$ cat src/rtl/vending_ctrl.sv
// Vending machine controller: coin credit, per-product stock, level-sampled purchase,
// and coin-by-coin change return. All state moves on the rising edge of clk.
module vending_ctrl #(
    parameter int                    NPROD       = 4,
    parameter int                    CW          = 6,
    parameter logic [NPROD*CW-1:0]   PRICES      = {CW'(7), CW'(5), CW'(3), CW'(2)},
    parameter int                    COIN_V1     = 2,
    parameter int                    COIN_V2     = 3,
    parameter int                    COIN_V3     = 4,
    parameter int                    SW          = 4,
    parameter int                    STOCK_INIT  = 2,
    parameter int                    AUTO_CHANGE = 1,
    localparam int                   SELW        = (NPROD > 1) ? $clog2(NPROD) : 1
) (
    input  logic              clk,
    input  logic              reset,
    input  logic [1:0]        moneda,
    input  logic [NPROD-1:0]  buy,
    input  logic              cancel,
    input  logic              restock_en,
    input  logic [SELW-1:0]   restock_sel,
    output logic [NPROD-1:0]  listo,
    output logic [NPROD-1:0]  vend,
    output logic [CW-1:0]     total,
    output logic              chg_valid,
    output logic [1:0]        chg_val,
    output logic              coin_reject,
    output logic              sold_out,
    output logic              busy,
    output logic [1:0]        dbg_state
);

    localparam logic [CW:0]   CREDIT_MAX = {1'b0, {CW{1'b1}}};
    localparam logic [SW-1:0] STOCK_MAX  = {SW{1'b1}};
    localparam logic [SW-1:0] STOCK_RST  = SW'(STOCK_INIT);

    typedef enum logic [1:0] {
        S_IDLE   = 2'd0,
        S_CREDIT = 2'd1,
        S_VEND   = 2'd2,
        S_CHANGE = 2'd3
    } state_t;

    state_t          state_q, state_d;
    logic [CW-1:0]   credit_q, credit_d;
    logic [SW-1:0]   stock_q [NPROD];
    logic [SW-1:0]   stock_d [NPROD];
    logic [SELW-1:0] sel_q, sel_d;
    logic            coin_reject_q, coin_reject_d;
    logic            sold_out_q, sold_out_d;

    logic [CW-1:0]   coin_val;
    logic [CW:0]     coin_sum;
    logic [NPROD-1:0] empty;
    logic            win_found;
    logic [SELW-1:0] win_idx;
    logic            buy_acc;
    logic            cancel_acc;
    logic [CW-1:0]   sel_price;
    logic [CW-1:0]   chg_amt;

    always_comb begin
        coin_val = '0;
        case (moneda)
            2'b01:   coin_val = CW'(COIN_V1);
            2'b10:   coin_val = CW'(COIN_V2);
            2'b11:   coin_val = CW'(COIN_V3);
            default: coin_val = '0;
        endcase
        coin_sum = {1'b0, credit_q} + {1'b0, coin_val};

        empty = '0;
        listo = '0;
        for (int i = 0; i < NPROD; i++) begin
            empty[i] = (stock_q[i] == '0);
            listo[i] = (state_q == S_IDLE || state_q == S_CREDIT) &&
                       (credit_q >= PRICES[i*CW +: CW]) && !empty[i];
        end

        // Scan from the top so the lowest requested, ready product is the one left standing.
        win_found = 1'b0;
        win_idx   = '0;
        for (int i = NPROD - 1; i >= 0; i--) begin
            if (buy[i] && listo[i]) begin
                win_found = 1'b1;
                win_idx   = SELW'(i);
            end
        end

        sel_price  = PRICES[int'(sel_q)*CW +: CW];
        chg_amt    = (credit_q >= CW'(2)) ? CW'(2) : CW'(1);
        buy_acc    = (state_q == S_CREDIT) && !cancel && win_found;
        cancel_acc = (state_q == S_CREDIT) && cancel;
    end

    always_comb begin
        state_d       = state_q;
        credit_d      = credit_q;
        stock_d       = stock_q;
        sel_d         = sel_q;
        coin_reject_d = 1'b0;
        sold_out_d    = (state_q == S_CREDIT) && !cancel && !win_found && |(buy & empty);

        case (state_q)
            S_IDLE: begin
                if (credit_q != '0) state_d = S_CREDIT;
            end
            S_CREDIT: begin
                if (cancel_acc) begin
                    state_d = S_CHANGE;
                end else if (buy_acc) begin
                    state_d = S_VEND;
                    sel_d   = win_idx;
                end
            end
            S_VEND: begin
                credit_d = (credit_q >= sel_price) ? credit_q - sel_price : '0;
                if (stock_q[sel_q] != '0) stock_d[sel_q] = stock_q[sel_q] - SW'(1);
                if (credit_d == '0)         state_d = S_IDLE;
                else if (AUTO_CHANGE != 0)  state_d = S_CHANGE;
                else                        state_d = S_CREDIT;
            end
            S_CHANGE: begin
                credit_d = (credit_q > chg_amt) ? credit_q - chg_amt : '0;
                if (credit_d == '0) state_d = S_IDLE;
            end
            default: state_d = S_IDLE;
        endcase

        // A coin is only banked when nothing else consumes this cycle and it fits.
        if (moneda != 2'b00) begin
            if ((state_q == S_IDLE || state_q == S_CREDIT) && !buy_acc && !cancel_acc &&
                coin_sum <= CREDIT_MAX)
                credit_d = coin_sum[CW-1:0];
            else
                coin_reject_d = 1'b1;
        end

        if (restock_en && int'(restock_sel) < NPROD) stock_d[restock_sel] = STOCK_MAX;
    end

    always_ff @(posedge clk) begin
        if (reset) begin
            state_q       <= S_IDLE;
            credit_q      <= '0;
            sel_q         <= '0;
            coin_reject_q <= 1'b0;
            sold_out_q    <= 1'b0;
            for (int i = 0; i < NPROD; i++) stock_q[i] <= STOCK_RST;
        end else begin
            state_q       <= state_d;
            credit_q      <= credit_d;
            sel_q         <= sel_d;
            coin_reject_q <= coin_reject_d;
            sold_out_q    <= sold_out_d;
            stock_q       <= stock_d;
        end
    end

    assign total       = credit_q;
    assign busy        = (state_q == S_VEND) || (state_q == S_CHANGE);
    assign chg_valid   = (state_q == S_CHANGE);
    assign chg_val     = chg_valid ? chg_amt[1:0] : 2'b00;
    assign vend        = (state_q == S_VEND) ? (NPROD'(1) << sel_q) : '0;
    assign coin_reject = coin_reject_q;
    assign sold_out    = sold_out_q;
    assign dbg_state   = state_q;

endmodule

$ cat config.mk
export PLATFORM = sky130hd
export DESIGN_NAME = vending_ctrl
export DESIGN_NICKNAME = d
export VERILOG_FILES = /design/src/rtl/vending_ctrl.sv
export SDC_FILE = /design/constraint.sdc
export NUM_CORES = 1
export LEC_CHECK = 0
export CAP_MARGIN = 30
export CELL_PAD_IN_SITES_DETAIL_PLACEMENT = 1
export CELL_PAD_IN_SITES_GLOBAL_PLACEMENT = 1
export CORE_MARGIN = 2
export CORE_UTILIZATION = 25
export DETAILED_ROUTE_END_ITERATION = 8
export GPL_ROUTABILITY_DRIVEN = 0
export PLACE_DENSITY_LB_ADDON = 0.3
export SLEW_MARGIN = 10
export SYNTH_ARGS = -nofsm -noshare
export SYNTH_HDL_FRONTEND = slang
export SYNTH_SLANG_ARGS = --single-unit
$ cat constraint.sdc
create_clock -name clk -period 3.4 [get_ports clk]
set_clock_uncertainty 0.1 [all_clocks]
set_input_delay 0.34 -clock clk [delete_from_list [all_inputs] [get_ports clk]]
set_output_delay 0.34 -clock clk [all_outputs]
set_load 0.02 [all_outputs]
After elaboration in Yosys (flattened, before gate mapping)
Index checks and enable logic that the tools add are counted.

word-level totals
  output and inout port bits = 22
  bits in registers = 28

cells by class
  multiplexer cells = 35
  $add $sub $neg = 4
  $lt $le $gt $ge = 11
  $mul = 1
  equal/unequal tests = 9
  shift-type cells = 2
  reductions and logical operators = 46
  bitwise operators = 6

operator list
  kind                                                                               count
  16-bit 2-to-1 mux                                                                  3
  6-bit 2-to-1 mux                                                                   4
  24-bit by 6-bit variable part select with 6-bit output (first input constant)      1
  1-bit logical AND                                                                  22
  2-bit 2-to-1 mux                                                                   11
  4-bit 2-to-1 mux                                                                   5
  16-bit bitwise mux                                                                 1
  4-bit demux with 2-bit select                                                      2
  4-bit logical NOT                                                                  4
  16-bit OR                                                                          1
  6-bit by 2-bit >= comparator with 1-bit output (second input constant)             2
  6-bit by 3-bit >= comparator with 1-bit output (second input constant)             2
  6-bit logical NOT                                                                  2
  6-bit case mux with 2 select lines                                                 1
  3-bit case mux with 3 select lines                                                 1
  4-bit binary-select mux with 2-bit select                                          1
  2-bit == test (second input constant)                                              4
  1-bit logical NOT                                                                  8
  2-bit case mux with 4 select lines                                                 1
  6-bit by 6-bit adder with 7-bit output                                             1
  7-bit by 6-bit less-or-equal comparator with 1-bit output (second input constant)  1
  3-bit >= comparator (second input constant)                                        2
  6-bit >= comparator                                                                1
  6-bit by 2-bit > comparator with 1-bit output                                      1
  other kinds (22)                                                                   32

Longest topological paths before layout
  depth after elaboration = 16
  gate-level depth with buffers = 12
  gate-level depth less buffers = 11

Worst setup path after synthesis
No wires, ideal clock.

  path type = register to register
  from = register credit_q[3], in the netlist total[3]
  to = register state_q[1], in the netlist dbg_state[1]
  data arrival time = 2.685 ns
  required time = 3.164 ns
  setup slack = 0.479 ns
  library setup time = 0.136 ns
  stages on the path, launching flop included = 13
  cells stage by stage = dfxtp_1 clkbuf_1 nor2_1 nand3_1 inv_1 ha_1 fa_1 a21oi_1 o21ai_0 a21oi_1 a2111oi_2 o21ai_0 a31oi_1

between the ends
  word-level cells in the longest chain between the ends = 11
  elaborated cells on any way between the ends = 37
  classes of those cells = add/sub: 2; order compare: 6; eq/ne: 3; mux: 9; reduce/logical: 17

ends and longest elaborated chain
  item                                                                                     line  source
  start, declared                                                                          45    logic [CW-1:0] credit_q, credit_d;
  start signal, assigned                                                                   152   credit_q <= credit_d;
  branches (longest 11 deep; another with 6-bit by 2-bit >= comparator with 1-bit output)  n/a
  end signal, assigned                                                                     151   state_q <= state_d;
  end, declared                                                                            44    state_t state_q, state_d;

Several ways; the timed one is not identified.
A chain may end at the register's enable or synchronous reset.

Final worst setup path
  from = register credit_q[4], in the netlist total[4]
  to = register state_q[1], in the netlist dbg_state[1]

Same word-level chain as after synthesis.

==> results.cfg <==
[die]
die_y_um = 99.2
die-width_um = 99.2
io_pins = 34
initial_utilization_pct = 25.8
core_um2 = 8760
die-area_um2 = 9830
rows = 34

[sta]
finalSetupViolCount = 0
setup_tns_ps = 0
rsz0062_at_grt = false
period_minus_slack_ps = 2930
worst_slew_pin_slew_ps = 794
hold_viol_final = 0
finalMaxSlewViolations = 0
fmax_mhz = 341
post-route-period-util_pct = 86.1
holdWs_ps = 441
maxSlewHeadroom_pct = 46.6

[drt]
wl_per_cell_um = 17.2
first_pass_iters = 4
vias_per_cell = 5.29
first_iter_violations = 108
vias = 2168
drc_errors = 0
postRouteWirelength_mm = 7.07
postRouteAntennaNets = 0

[layout]
nNetsFinal = 330
fill_cells = 1049
drive_above_1_share_pct = 11.3
num_antenna_cells = 0
area_growth_pct = 23.4

[global_route]
antenna_found_initial = 0
grt_pass1_wl_mm = 11.6
grt_max_degree = 23
grt_pass1_vias = 2209
grt_overflow = 0
grt_use_total_pct = 14.6

[power_and_ir_drop]
p_seq_share_pct = 17.1
p_comb_share_pct = 72.8
intPower_w = 0.00141
power_switching_share_pct = 49.0
switchingPower_w = 0.00136
clkPwrFrac_pct = 10.0
powerDensity_nw_per_um2 = 990
p_leak_nw = 1.12
vdd_ir_drop_max_v = 0.000261

[setup_path]
worst_r2r_path_depth = 11
r2r_start = total[4]$_SDFF_PP0_
cpMaxStageDelayCell = a2111oi_2
cp.required_ps = 3520
path_cells = nor2_1, nand3_1, inv_1, ha_1, fa_1, a21oi_1, o21ai_0, a21oi_1, a2111oi_2, o21ai_0, a31oi_1
crit_buf_inv = 1
slowest_delay_ps = 420
crit_fanout = 7
critical_path_arrival_ps = 3050
cp-start-kind = flop
rr_endpoint = dbg_state[1]$_SDFFE_PP0P_
ff2ff_setup_slack_ps = 470
critPathKind = reg2reg
critPathCaptureType = flop
path_delay_family = compound AO/OA/AOI/OAI gates

[synthesis]
synthesis.area_um2 = 2260
async_reset_ff_share_pct = 0
synthTopCellsByArea = dfxtp_1, mux2i_1, ha_1
synthAdderAreaFrac_pct = 9.29
synth.top_cell.area_share_pct = 24.8
yosysUniqueCellTypes = 58
ys_warn_count = 0
synth_compound_area_share_pct = 22.9
seq_area_frac_synth_pct = 24.8
synth_cells = 268
synth_top_area_cell = dfxtp_1
synth_top_flop_cell = dfxtp_1
synth.area.mux_share_pct = 11.4
synth_edf_count = 0
synthSimpleGateAreaFrac_pct = 22.4
synth_top_family_by_area = compound AO/OA/AOI/OAI gates
syn_nets = 295
synth_most_common_cell = dfxtp_1
ys_seq_elements = 28
syn_area_per_cell_um2 = 8.45
synth-xor-area-share_pct = 2.71
yosys-top-cells-count = dfxtp_1, nor2_1, a21oi_1, nand2_1, mux2i_1

[clock_network]
cts_root_buffer = clkbuf_8
cts_made_buffers = 3
htreeDepth = 1
ctsHoldBuffers = 0
cts.repair.resized = 0
cts_tree = yes
cts_max_path_buffers = 2
clock_sinks = 28
clk_latency_ps = 290
clk_pin_slew_worst_paths_ps = 110
post_cts_buffers = 0

[min_path]
min_path_type = reg2reg
min-delay-start = stock_q[1]$_SDFF_PP1_
hold_depth = 2
hold-path-endpoint = stock_q[1]$_SDFF_PP1_

[placement]
io_buffers = 33
post-dp-hpwl_mm = 5.55

[job]
max_cap_violations = 0

[run_status]
status = finished, final reports clean
==> power groups by stage <==
stage                     sequential, W  clock [W]  combinational [W]
after floorplan                0.000521          0            0.00135
after global placement         0.000477          0            0.00200
after detailed placement       0.000478          0            0.00201
after CTS                      0.000471   0.000280            0.00202
after global routing           0.000486   0.000291            0.00223
final                          0.000474   0.000277            0.00202
==> how the worst max path moves through the flow <==
stage	cells after the start	end	slack, ps	from
floorplan	12	dbg_state[1]$_SDFFE_PP0P_	480	total[3]$_SDFF_PP0_
global placement	10	total[5]$_SDFF_PP0_	500	moneda[0]
detailed placement	10	total[5]$_SDFF_PP0_	380	moneda[0]
CTS	11	dbg_state[1]$_SDFFE_PP0P_	490	total[4]$_SDFF_PP0_
global route	11	dbg_state[1]$_SDFFE_PP0P_	150	total[4]$_SDFF_PP0_
finish	11	dbg_state[1]$_SDFFE_PP0P_	470	total[4]$_SDFF_PP0_
==> cells by family after synthesis <==
kind of cell / after synthesis
compound gates: 70
xor+xnor: 7
fa+ha+maj: 15
buf+inv: 30
flops: 28
mux: 22
simple gates: 96
==> layout make-up <==
type	instances	area, µm²	share of cell area [%]
Multi-Input combinational cell	210	1560	55.8
Clock buffer	3	41.3	1.48
Sequential cell	28	561	20.1
Clock inverter	1	30.0	1.07
Timing Repair Buffer	43	405	14.5
Inverter	17	63.8	2.28
Tap cell	108	135	4.84
==> registers in the layout, summed over array words and instances (netlist names) <==
signal       flops
sel_q            2
dbg_state        2
sold_out         1
coin_reject      1
total            6
stock_q         16
==> per-stage QoR <==
stage / setup WS, ps / power [W] / instances / utilization [%] / cell area (µm²)
floorplan: 479 / 0.00187 / 268 / - / 2260
detailed placement: 375 / 0.00249 / 406 / 31.1 / 2720
CTS: 494 / 0.00277 / 410 / 31.9 / 2790
global route: 149 / 0.00301 / 410 / 31.9 / 2790
finish: 471 / 0.00277 / 410 / 31.9 / 2790
global placement: 497 / 0.00247 / 406 / 31.1 / 2720
==> cell usage in the layout (no fill, tap or decap), drive strengths merged, types with 2 or more instances in the layout <==
cell type / netlist / routed
o221ai: 3 / 3
nand3: 7 / 7
a211oi: 4 / 4
xor2: 2 / 2
o41ai: 2 / 2
clkdlybuf4s50: 0 / 33
o2111ai: 7 / 7
nand3b: 4 / 4
mux2i: 18 / 18
or4: 4 / 4
inv: 17 / 17
nor2: 24 / 24
dfxtp: 28 / 28
or2: 2 / 2
o31ai: 3 / 3
buf: 4 / 10
clkbuf: 9 / 3
a31oi: 3 / 3
a2111oi: 2 / 2
nand2: 22 / 22
o21a: 2 / 2
nor4: 7 / 7
o21ai: 9 / 9
and2: 2 / 2
nor3: 9 / 9
fa: 3 / 3
ha: 12 / 12
xnor2: 5 / 5
a2111o: 2 / 2
a22oi: 2 / 2
nand2b: 4 / 4
mux4: 3 / 3
nor2b: 5 / 5
a21oi: 22 / 22
==> layer usage <==
layer	GRT usage (%)	routed length (µm)	vias to the layer above	part of all wire, %
li1	-	-	1069	-
met1	21.1	3490	1039	49
met2	23.0	3180	53	45
met3	1.83	329	7	4.7
met4	3.48	69	0	0.98
met5	0	0	-	0
==> worst min-delay path: cells and delay by family, from the launching register on <==
family	cells	cell delay, ps
compound gates	1	90
flops	1	360
simple gates	1	60
No activity file was read; power rests on OpenSTA's default activity.
